File: src/rtl/wb_arb_2m_pkg.sv
// Shared Wishbone encodings: bus status, arbiter FSM states and arbiter defaults.
package wb_arb_2m_pkg;

  // Generic bus activity encodings used elsewhere in the codebase.
  localparam logic WB_IDLE = 1'b0;
  localparam logic WB_BUSY = 1'b1;

  // Two-master arbiter FSM state encodings.
  localparam logic [1:0] WB_ARB_IDLE = 2'd0;
  localparam logic [1:0] WB_ARB_GNT0 = 2'd1;
  localparam logic [1:0] WB_ARB_GNT1 = 2'd2;
  localparam logic [1:0] WB_ARB_ERR  = 2'd3;

  // Default number of cycles a granted strobe may wait for an ack.
  localparam int unsigned WB_ARB_TIMEOUT_DEF = 255;

endpackage

File: src/rtl/wb_arb_2m.sv
// Two-master Wishbone arbiter (m0 = data side, m1 = instruction fetch) onto a
// single shared slave. Round-robin on ties, registered grant, per-grant ack
// timeout that terminates the stalled master with a one-cycle error.
module wb_arb_2m
  import wb_arb_2m_pkg::*;
#(
  parameter int unsigned TIMEOUT_CYC = WB_ARB_TIMEOUT_DEF,
  parameter int unsigned AW          = 32
) (
  input  logic          clk,
  input  logic          rst_n,
  // data-side master
  input  logic          m0_cyc_i,
  input  logic          m0_stb_i,
  input  logic          m0_we_i,
  input  logic [AW-1:0] m0_adr_i,
  input  logic [AW-1:0] m0_dat_i,
  input  logic [3:0]    m0_sel_i,
  output logic [AW-1:0] m0_dat_o,
  output logic          m0_ack_o,
  output logic          m0_err_o,
  // instruction-fetch master
  input  logic          m1_cyc_i,
  input  logic          m1_stb_i,
  input  logic          m1_we_i,
  input  logic [AW-1:0] m1_adr_i,
  input  logic [AW-1:0] m1_dat_i,
  input  logic [3:0]    m1_sel_i,
  output logic [AW-1:0] m1_dat_o,
  output logic          m1_ack_o,
  output logic          m1_err_o,
  // shared slave
  output logic          s_cyc_o,
  output logic          s_stb_o,
  output logic          s_we_o,
  output logic [AW-1:0] s_adr_o,
  output logic [AW-1:0] s_dat_o,
  output logic [3:0]    s_sel_o,
  input  logic [AW-1:0] s_dat_i,
  input  logic          s_ack_i,
  // current grant, one-hot
  output logic [1:0]    gnt_o
);

  localparam int unsigned   CW     = (TIMEOUT_CYC > 1) ? $clog2(TIMEOUT_CYC + 1) : 1;
  localparam logic [CW-1:0] TO_VAL = CW'(TIMEOUT_CYC);

  logic [1:0]    r_state;
  logic          r_last_gnt;   // 0 = m0 granted last, 1 = m1 granted last
  logic          r_err_m;      // master that timed out, valid in ERR
  logic          r_rst_done;   // holds off granting for one edge after reset
  logic [CW-1:0] r_cnt;

  logic [1:0]    w_state_nxt;
  logic          w_last_nxt;
  logic          w_err_m_nxt;
  logic [CW-1:0] w_cnt_nxt;
  logic [CW-1:0] w_cnt_inc;
  logic          w_gnt0;
  logic          w_gnt1;
  logic          w_cur_m;
  logic          w_cur_cyc;
  logic          w_cur_stb;

  assign w_gnt0    = (r_state == WB_ARB_GNT0);
  assign w_gnt1    = (r_state == WB_ARB_GNT1);
  assign gnt_o     = {w_gnt1, w_gnt0};
  assign w_cur_m   = w_gnt1;
  assign w_cur_cyc = w_cur_m ? m1_cyc_i : m0_cyc_i;
  assign w_cur_stb = w_cur_cyc & (w_cur_m ? m1_stb_i : m0_stb_i);
  assign w_cnt_inc = r_cnt + CW'(1);

  // Combinational bus mux: route the granted master to the slave and the
  // slave response back to that master only; everything else reads zero.
  always_comb begin
    s_cyc_o  = 1'b0;
    s_stb_o  = 1'b0;
    s_we_o   = 1'b0;
    s_adr_o  = '0;
    s_dat_o  = '0;
    s_sel_o  = '0;
    m0_dat_o = '0;
    m0_ack_o = 1'b0;
    m1_dat_o = '0;
    m1_ack_o = 1'b0;
    if (w_gnt0) begin
      s_cyc_o  = m0_cyc_i;
      s_stb_o  = w_cur_stb;
      s_we_o   = m0_we_i;
      s_adr_o  = m0_adr_i;
      s_dat_o  = m0_dat_i;
      s_sel_o  = m0_sel_i;
      m0_dat_o = s_dat_i;
      m0_ack_o = m0_cyc_i & s_ack_i;
    end else if (w_gnt1) begin
      s_cyc_o  = m1_cyc_i;
      s_stb_o  = w_cur_stb;
      s_we_o   = m1_we_i;
      s_adr_o  = m1_adr_i;
      s_dat_o  = m1_dat_i;
      s_sel_o  = m1_sel_i;
      m1_dat_o = s_dat_i;
      m1_ack_o = m1_cyc_i & s_ack_i;
    end
    m0_err_o = (r_state == WB_ARB_ERR) & ~r_err_m;
    m1_err_o = (r_state == WB_ARB_ERR) &  r_err_m;
  end

  // Next-state logic: arbitration, release, and ack timeout.
  always_comb begin
    w_state_nxt = r_state;
    w_last_nxt  = r_last_gnt;
    w_err_m_nxt = r_err_m;
    w_cnt_nxt   = r_cnt;
    case (r_state)
      WB_ARB_IDLE: begin
        w_cnt_nxt = '0;
        if (r_rst_done) begin
          if (m0_cyc_i && m1_cyc_i) begin
            w_state_nxt = r_last_gnt ? WB_ARB_GNT0 : WB_ARB_GNT1;
          end else if (m0_cyc_i) begin
            w_state_nxt = WB_ARB_GNT0;
          end else if (m1_cyc_i) begin
            w_state_nxt = WB_ARB_GNT1;
          end
        end
      end
      WB_ARB_GNT0, WB_ARB_GNT1: begin
        // ack is tested before the timeout so an ack on the last allowed
        // cycle completes the transfer instead of raising an error
        if (!w_cur_cyc) begin
          w_state_nxt = WB_ARB_IDLE;
          w_last_nxt  = w_cur_m;
          w_cnt_nxt   = '0;
        end else if (s_ack_i) begin
          w_cnt_nxt = '0;
        end else if (w_cur_stb) begin
          if (w_cnt_inc == TO_VAL) begin
            w_state_nxt = WB_ARB_ERR;
            w_err_m_nxt = w_cur_m;
            w_cnt_nxt   = '0;
          end else begin
            w_cnt_nxt = w_cnt_inc;
          end
        end
      end
      WB_ARB_ERR: begin
        w_state_nxt = WB_ARB_IDLE;
        w_last_nxt  = r_err_m;
        w_cnt_nxt   = '0;
      end
      default: begin
        w_state_nxt = WB_ARB_IDLE;
        w_cnt_nxt   = '0;
      end
    endcase
  end

  // State registers with asynchronous active-low reset.
  always_ff @(posedge clk or negedge rst_n) begin
    if (!rst_n) begin
      r_state    <= WB_ARB_IDLE;
      r_last_gnt <= 1'b1;
      r_err_m    <= 1'b0;
      r_rst_done <= 1'b0;
      r_cnt      <= '0;
    end else begin
      r_state    <= w_state_nxt;
      r_last_gnt <= w_last_nxt;
      r_err_m    <= w_err_m_nxt;
      r_rst_done <= 1'b1;
      r_cnt      <= w_cnt_nxt;
    end
  end

endmodule

File: config.mk
export PLATFORM = sky130hd
export DESIGN_NAME = wb_arb_2m
export DESIGN_NICKNAME = d
export VERILOG_FILES = /design/src/rtl/wb_arb_2m_pkg.sv /design/src/rtl/wb_arb_2m.sv
export SDC_FILE = /design/constraint.sdc
export NUM_CORES = 1
export LEC_CHECK = 0
export ABC_AREA = 0
export ABC_CLOCK_PERIOD_IN_PS = 5700
export BUFFER_PORTS_ARGS = -buffer_cell sky130_fd_sc_hd__buf_2
export CAP_MARGIN = 20
export CORE_AREA = 2 2 125 127
export DETAILED_ROUTE_END_ITERATION = 12
export DIE_AREA = 0 0 127 129
export PLACE_DENSITY = 0.45
export RECOVER_POWER = 50
export REMOVE_ABC_BUFFERS = 1
export SETUP_SLACK_MARGIN = 0.3
export SLEW_MARGIN = 20
export SYNTH_ARGS = -nofsm -noshare
export SYNTH_HDL_FRONTEND = slang
export SYNTH_SLANG_ARGS = --single-unit
File: constraint.sdc
create_clock -name clk -period 5.7 [get_ports clk]
set_input_delay 1.14 -clock clk [delete_from_list [all_inputs] [get_ports clk]]
set_output_delay 1.14 -clock clk [all_outputs]
set_load 0.05 [all_outputs]
# Word level (Yosys, flattened, before mapping)
# Cells that the tools add are included.
dict set report totals {
  output_inout_bits 141
  in_bits 177
  regBits 13
  mem_bits_ro 0
  word_cells 69
  mem_count 0
  mem_bits_rw 0
  latch_bits 0
}
dict set report classes {
  eq_ne 11
  n_mul 0
  bitwise 7
  n_shift 0
  div_mod_pow 0
  addsub 1
  magnitude_cmp 0
  reduce_logical 8
  mux 37
}
# op n
set ops {}
lappend ops {{2-to-1 mux 32 bit} 7}
lappend ops {{2-to-1 mux 8 bit} 4}
lappend ops {{2-to-1 mux 2 bit} 9}
lappend ops {{case mux 8 bit (2 select lines)} 1}
lappend ops {{2-to-1 mux 1 bit} 12}
lappend ops {{AND reduction 5 bit} 2}
lappend ops {{inequality test 3 bit (second input constant)} 3}
lappend ops {{adder 8 x 1 -> 8 bit (second input constant)} 1}
lappend ops {{== test 8 bit (second input constant)} 1}
lappend ops {{2-to-1 mux 4 bit} 2}
lappend ops {{inequality test 4 bit (second input constant)} 2}
lappend ops {{case mux 2 bit (3 select lines)} 1}
lappend ops {{bitwise AND 1 bit} 5}
lappend ops {{== test 2 bit (second input constant)} 2}
lappend ops {{inequality test 2 bit (second input constant)} 2}
lappend ops {{OR reduction 2 bit} 2}
lappend ops {{== test 2 x 1 -> 1 bit (second input constant)} 1}
lappend ops {{zero test 2 bit} 1}
lappend ops {{NOT 1 bit} 2}
lappend ops {{case mux 1 bit (2 select lines)} 1}
lappend ops {{AND reduction 2 bit} 1}
lappend ops {{nonzero test 2 bit} 1}
lappend ops {{logical AND 1 bit} 1}

# Logic depth before layout (Yosys ltp)
dict set report depth {
  depth_word 7
  depth_mapped 9
  depth_no_buf 7
}

# Worst setup path after synthesis
# Ideal clock, no wire load.
dict set report synth_path {
  path_kind {input -> output}
  startpoint {in m1_cyc_i}
  endpoint {out s_cyc_o}
  required_time_ns 4.560
  arrival_ns 2.294
  path_slack_ns 2.266
  n_path_buf 0
  path_stages 2
  path_cell_list {nand2_1 > o21ai_0}
}
dict set report synth_via {
  elab_chain_len 2
}
# item line_no
set synth_lines {}
lappend synth_lines {{start, declared} wb_arb_2m.sv:23} ;# input logic m1_cyc_i,
lappend synth_lines {{2-to-1 mux 1 bit} wb_arb_2m.sv:95} ;# end else if (w_gnt1) begin
lappend synth_lines {{2-to-1 mux 1 bit} wb_arb_2m.sv:86} ;# if (w_gnt0) begin
lappend synth_lines {{end, declared} wb_arb_2m.sv:33} ;# output logic s_cyc_o,
# No other way between the ends.

# Worst setup path in the final report
dict set report layout_path {
  startpoint {reg r_state[1]}
  endpoint {out s_adr_o[8]}
}
dict set report layout_via {
  elab_chain_len 3
}
# item line_no
set layout_lines {}
lappend layout_lines {{start, declared} wb_arb_2m.sv:48} ;# logic [1:0] r_state;
lappend layout_lines {{start signal, assigned} wb_arb_2m.sv:168} ;# r_state <= w_state_nxt;
lappend layout_lines {{== test 2 bit} wb_arb_2m.sv:66} ;# assign w_gnt1 = (r_state == WB_ARB_GNT1);
lappend layout_lines {{2-to-1 mux 32 bit} wb_arb_2m.sv:95}
lappend layout_lines {{2-to-1 mux 32 bit *} wb_arb_2m.sv:86}
lappend layout_lines {{end, declared} wb_arb_2m.sv:36} ;# output logic [AW-1:0] s_adr_o,
# Every way passes the cells marked *; elsewhere a longest branch is shown, timed or not.

==> flow_summary.json <==
{
  "seq_power_share_pct": 4.6,
  "critical_path_class": "reg2out",
  "drv_cap": 2,
  "grt_start_max_net_pins": 109,
  "grt.total_usage_pct": 13.8,
  "place_area_mm2": 0.00386,
  "async_flop_share_pct": 100,
  "p_clk_share_pct": 5.1,
  "grt-ovfl-total": 0,
  "antenna_found_initial": 0,
  "grt_pass1_vias": 2948,
  "cp.arrival_ns": 3.44,
  "fmax_mhz": 218,
  "final_cell_mix": "buf_2 (265), a22o_1 (68), and2_1 (61)",
  "top_usage_layer": "met2",
  "finalNetCount": 755,
  "cts_hold_buf": 0,
  "wl_per_cell_um": 17.3,
  "placementRows": 45,
  "ys_types": 43,
  "p_total_mw": 2.57,
  "endpoint": "s_adr_o[8]",
  "n_antenna_cell": 0,
  "ir_drop_v": 0.000200,
  "rr_endpoint": "r_state[0]$_DFFE_PN0P_",
  "rsz0062_at_grt": "no",
  "seq_area_frac_synth_pct": 15.3,
  "drive_gt1_share_pct": 48.8,
  "vias": 3349,
  "cts_made_buffers": 3,
  "htree_levels": 1,
  "power_frac_comb_pct": 90.3,
  "post_cts_resized": 0,
  "insertion_delay_ns": 0.24,
  "slowest_delay_ns": 1.34,
  "critPathLaunch": "r_state[1]$_DFFE_PN0P_",
  "clockBufferDepth": 2,
  "firstDrtPassIters": 4,
  "die_h_um": 129,
  "dieArea_mm2": 0.0164,
  "final_max_slew_viol_count": 70,
  "rr_worst_depth": 7,
  "yosys_warnings": 0,
  "syn_inst": 275,
  "ios": 318,
  "r2r_slack_ns": 2.70,
  "ys_ff_latch": 13,
  "setup_violations": 0,
  "remaining_drc_errors": 0,
  "start_util_pct": 14.2,
  "gr-usage-met2_pct": 23.0,
  "regArea_um2": 327,
  "status": "finished with violations",
  "ant_nets": 0,
  "setup_tns_ns": 0,
  "switchingPower_mw": 1.83,
  "grt_first_pass_wirelength_um": 17700,
  "tritoncts": "yes",
  "clockRootBuffer": "clkbuf_16",
  "syn_area_mm2": 0.00213,
  "relSlewSlack_pct": -16.0,
  "area_delta_synth_final_pct": 81.6,
  "grtUsageMet3_pct": 1.41,
  "timing.final.crit_share_pct": 80.4,
  "port-buffer-count": 317,
  "die_w_um": 127,
  "core_area_mm2": 0.0150,
  "gp_congestion": 0.905,
  "power_switching_share_pct": 71.1,
  "hold_path.class": "reg2reg",
  "critPathSlowestCell": "ha_1",
  "cp-end-kind": "output pin",
  "avgSynthCellArea_um2": 7.74,
  "leakage_nw": 2.14,
  "fill_cells": 1695,
  "use_met1_pct": 19.8,
  "first_iter_violations": 173,
  "skew_ns": 0.00207,
  "internal_power_mw": 0.743,
  "post_cts_buffers": 0,
  "startpoint_type": "flop",
  "via_per_inst": 4.42,
  "hold_violations": 0,
  "cp_common_cell": "buf_12",
  "period_needed_ns": 4.58,
  "synth_edf_count": 0,
  "worstPathRequired_ns": 4.56,
  "cts.sinks": 13,
  "crit_chain": "inv_1 -> ha_1 -> buf_12 -> nor2_4 -> buf_12 -> buf_12 -> a22o_1 -> buf_2",
  "multi_input_area_mm2": 0.00162,
  "hpwl_um": 10800,
  "finalInstanceArea_mm2": 0.00387,
  "routed_wl_um": 13100,
  "path_max_fanout": 58,
  "final_common_cell": "buf_2",
  "synthFlopType": "dfrtp_1",
  "clk_pin_slew_worst_paths_ns": 0.04,
  "violations": "capacitance limit, slew limit",
  "power.density_mw_per_mm2": 664,
  "worstMarginPinSlew_ns": 1.74,
  "timing.rr.start": "r_state[0]$_DFFE_PN0P_"
}
## cell usage after synthesis (2+ instances only)
library cell / instances / area [um^2]
nor3_1: 2 / 10.0
and3_1: 4 / 25.0
clkbuf_1: 23 / 86.3
o22ai_1: 3 / 18.8
nor2b_1: 3 / 18.8
and2_1: 65 / 407
ha_1: 7 / 87.6
dfrtp_1: 12 / 300
a21oi_1: 12 / 60.1
buf_4: 3 / 22.5
o211ai_1: 2 / 15.0
a221oi_1: 2 / 17.5
inv_1: 7 / 26.3
nand3_1: 5 / 25.0
nand2_1: 13 / 48.8
nor2_1: 9 / 33.8
mux2_1: 2 / 22.5
buf_6: 2 / 22.5
nand2b_1: 2 / 12.5
a22o_1: 68 / 596
o21ai_0: 7 / 35.0
## area by class of cell
cell class	count	area share, %
inverter	8	0.776
sequential	13	8.44
multi-input combinational	225	41.8
tap	188	6.08
clock buffer	4	2.04
timing repair buffer	320	40.9
## worst max-delay path: cells and delay by family (launching register included)
kind	cells	cell delay, ns
AOI/OAI and AO/OA	1	0.22
adders and majority gates	1	1.34
DFF	1	0.39
buffers and inverters	5	1.07
and+or+nand+nor	1	0.12
## how the worst min path moves through the flow
stage	cells past startpoint	from	endpoint	slack [ns]
after global placement	1	r_err_m$_DFFE_PN0P_	r_err_m$_DFFE_PN0P_	0.50
after detailed placement	1	r_err_m$_DFFE_PN0P_	r_err_m$_DFFE_PN0P_	0.50
after floorplan	1	r_err_m$_DFFE_PN0P_	r_err_m$_DFFE_PN0P_	0.47
after global routing	1	r_err_m$_DFFE_PN0P_	r_err_m$_DFFE_PN0P_	0.53
final	1	r_err_m$_DFFE_PN0P_	r_err_m$_DFFE_PN0P_	0.51
after CTS	1	r_err_m$_DFFE_PN0P_	r_err_m$_DFFE_PN0P_	0.51
## power by group through the flow
stage               Combinational, mW  Sequential, mW  Clock, mW
finish                           2.32           0.118      0.130
global route                     2.42           0.120      0.140
CTS                              2.35           0.120      0.133
detailed placement               2.34           0.121          0
global placement                 2.33           0.120          0
floorplan                        1.79           0.117          0
## registers in the layout (all words and copies together) (netlist names)
register / flops
r_cnt: 8
r_state: 2
r_err_m: 1
r_last_gnt: 1
r_rst_done: 1
## cells by family (layout without fill, tap and decap cells)
kind of cell / Yosys count / in the layout / share of synthesized area (%)
other: 1 / 1 / 0.176
multiplexers: 5 / 5 / 3.29
AND/OR/NAND/NOR: 111 / 111 / 30.8
buffers and inverters: 37 / 332 / 7.76
AO/OA/AOI/OAI: 100 / 100 / 38.1
XOR/XNOR: 1 / 1 / 0.411
adder cells (fa/ha/maj): 7 / 7 / 4.11
flip-flops: 13 / 13 / 15.3
## layer usage
| metal | up-vias | wire length [um] |
|---|---|---|
| li1 | 1594 | - |
| met5 | - | 0 |
| met3 | 6 | 889 |
| met1 | 1591 | 5730 |
| met2 | 158 | 6390 |
| met4 | 0 | 131 |
## through the flow
| step | setup slack (ns) | hold WS [ns] | utilization (%) | std cells |
|---|---|---|---|---|
| after floorplan | -0.881 | 0.474 | - | 246 |
| after global placement | 1.81 | 0.499 | 25.7 | 752 |
| after detailed placement | 1.68 | 0.501 | 25.7 | 752 |
| after CTS | 1.43 | 0.510 | 26.3 | 756 |
| after global routing | 0.843 | 0.529 | 25.8 | 758 |
| final | 1.12 | 0.508 | 25.8 | 758 |
Power figures use the tool's default switching activity.
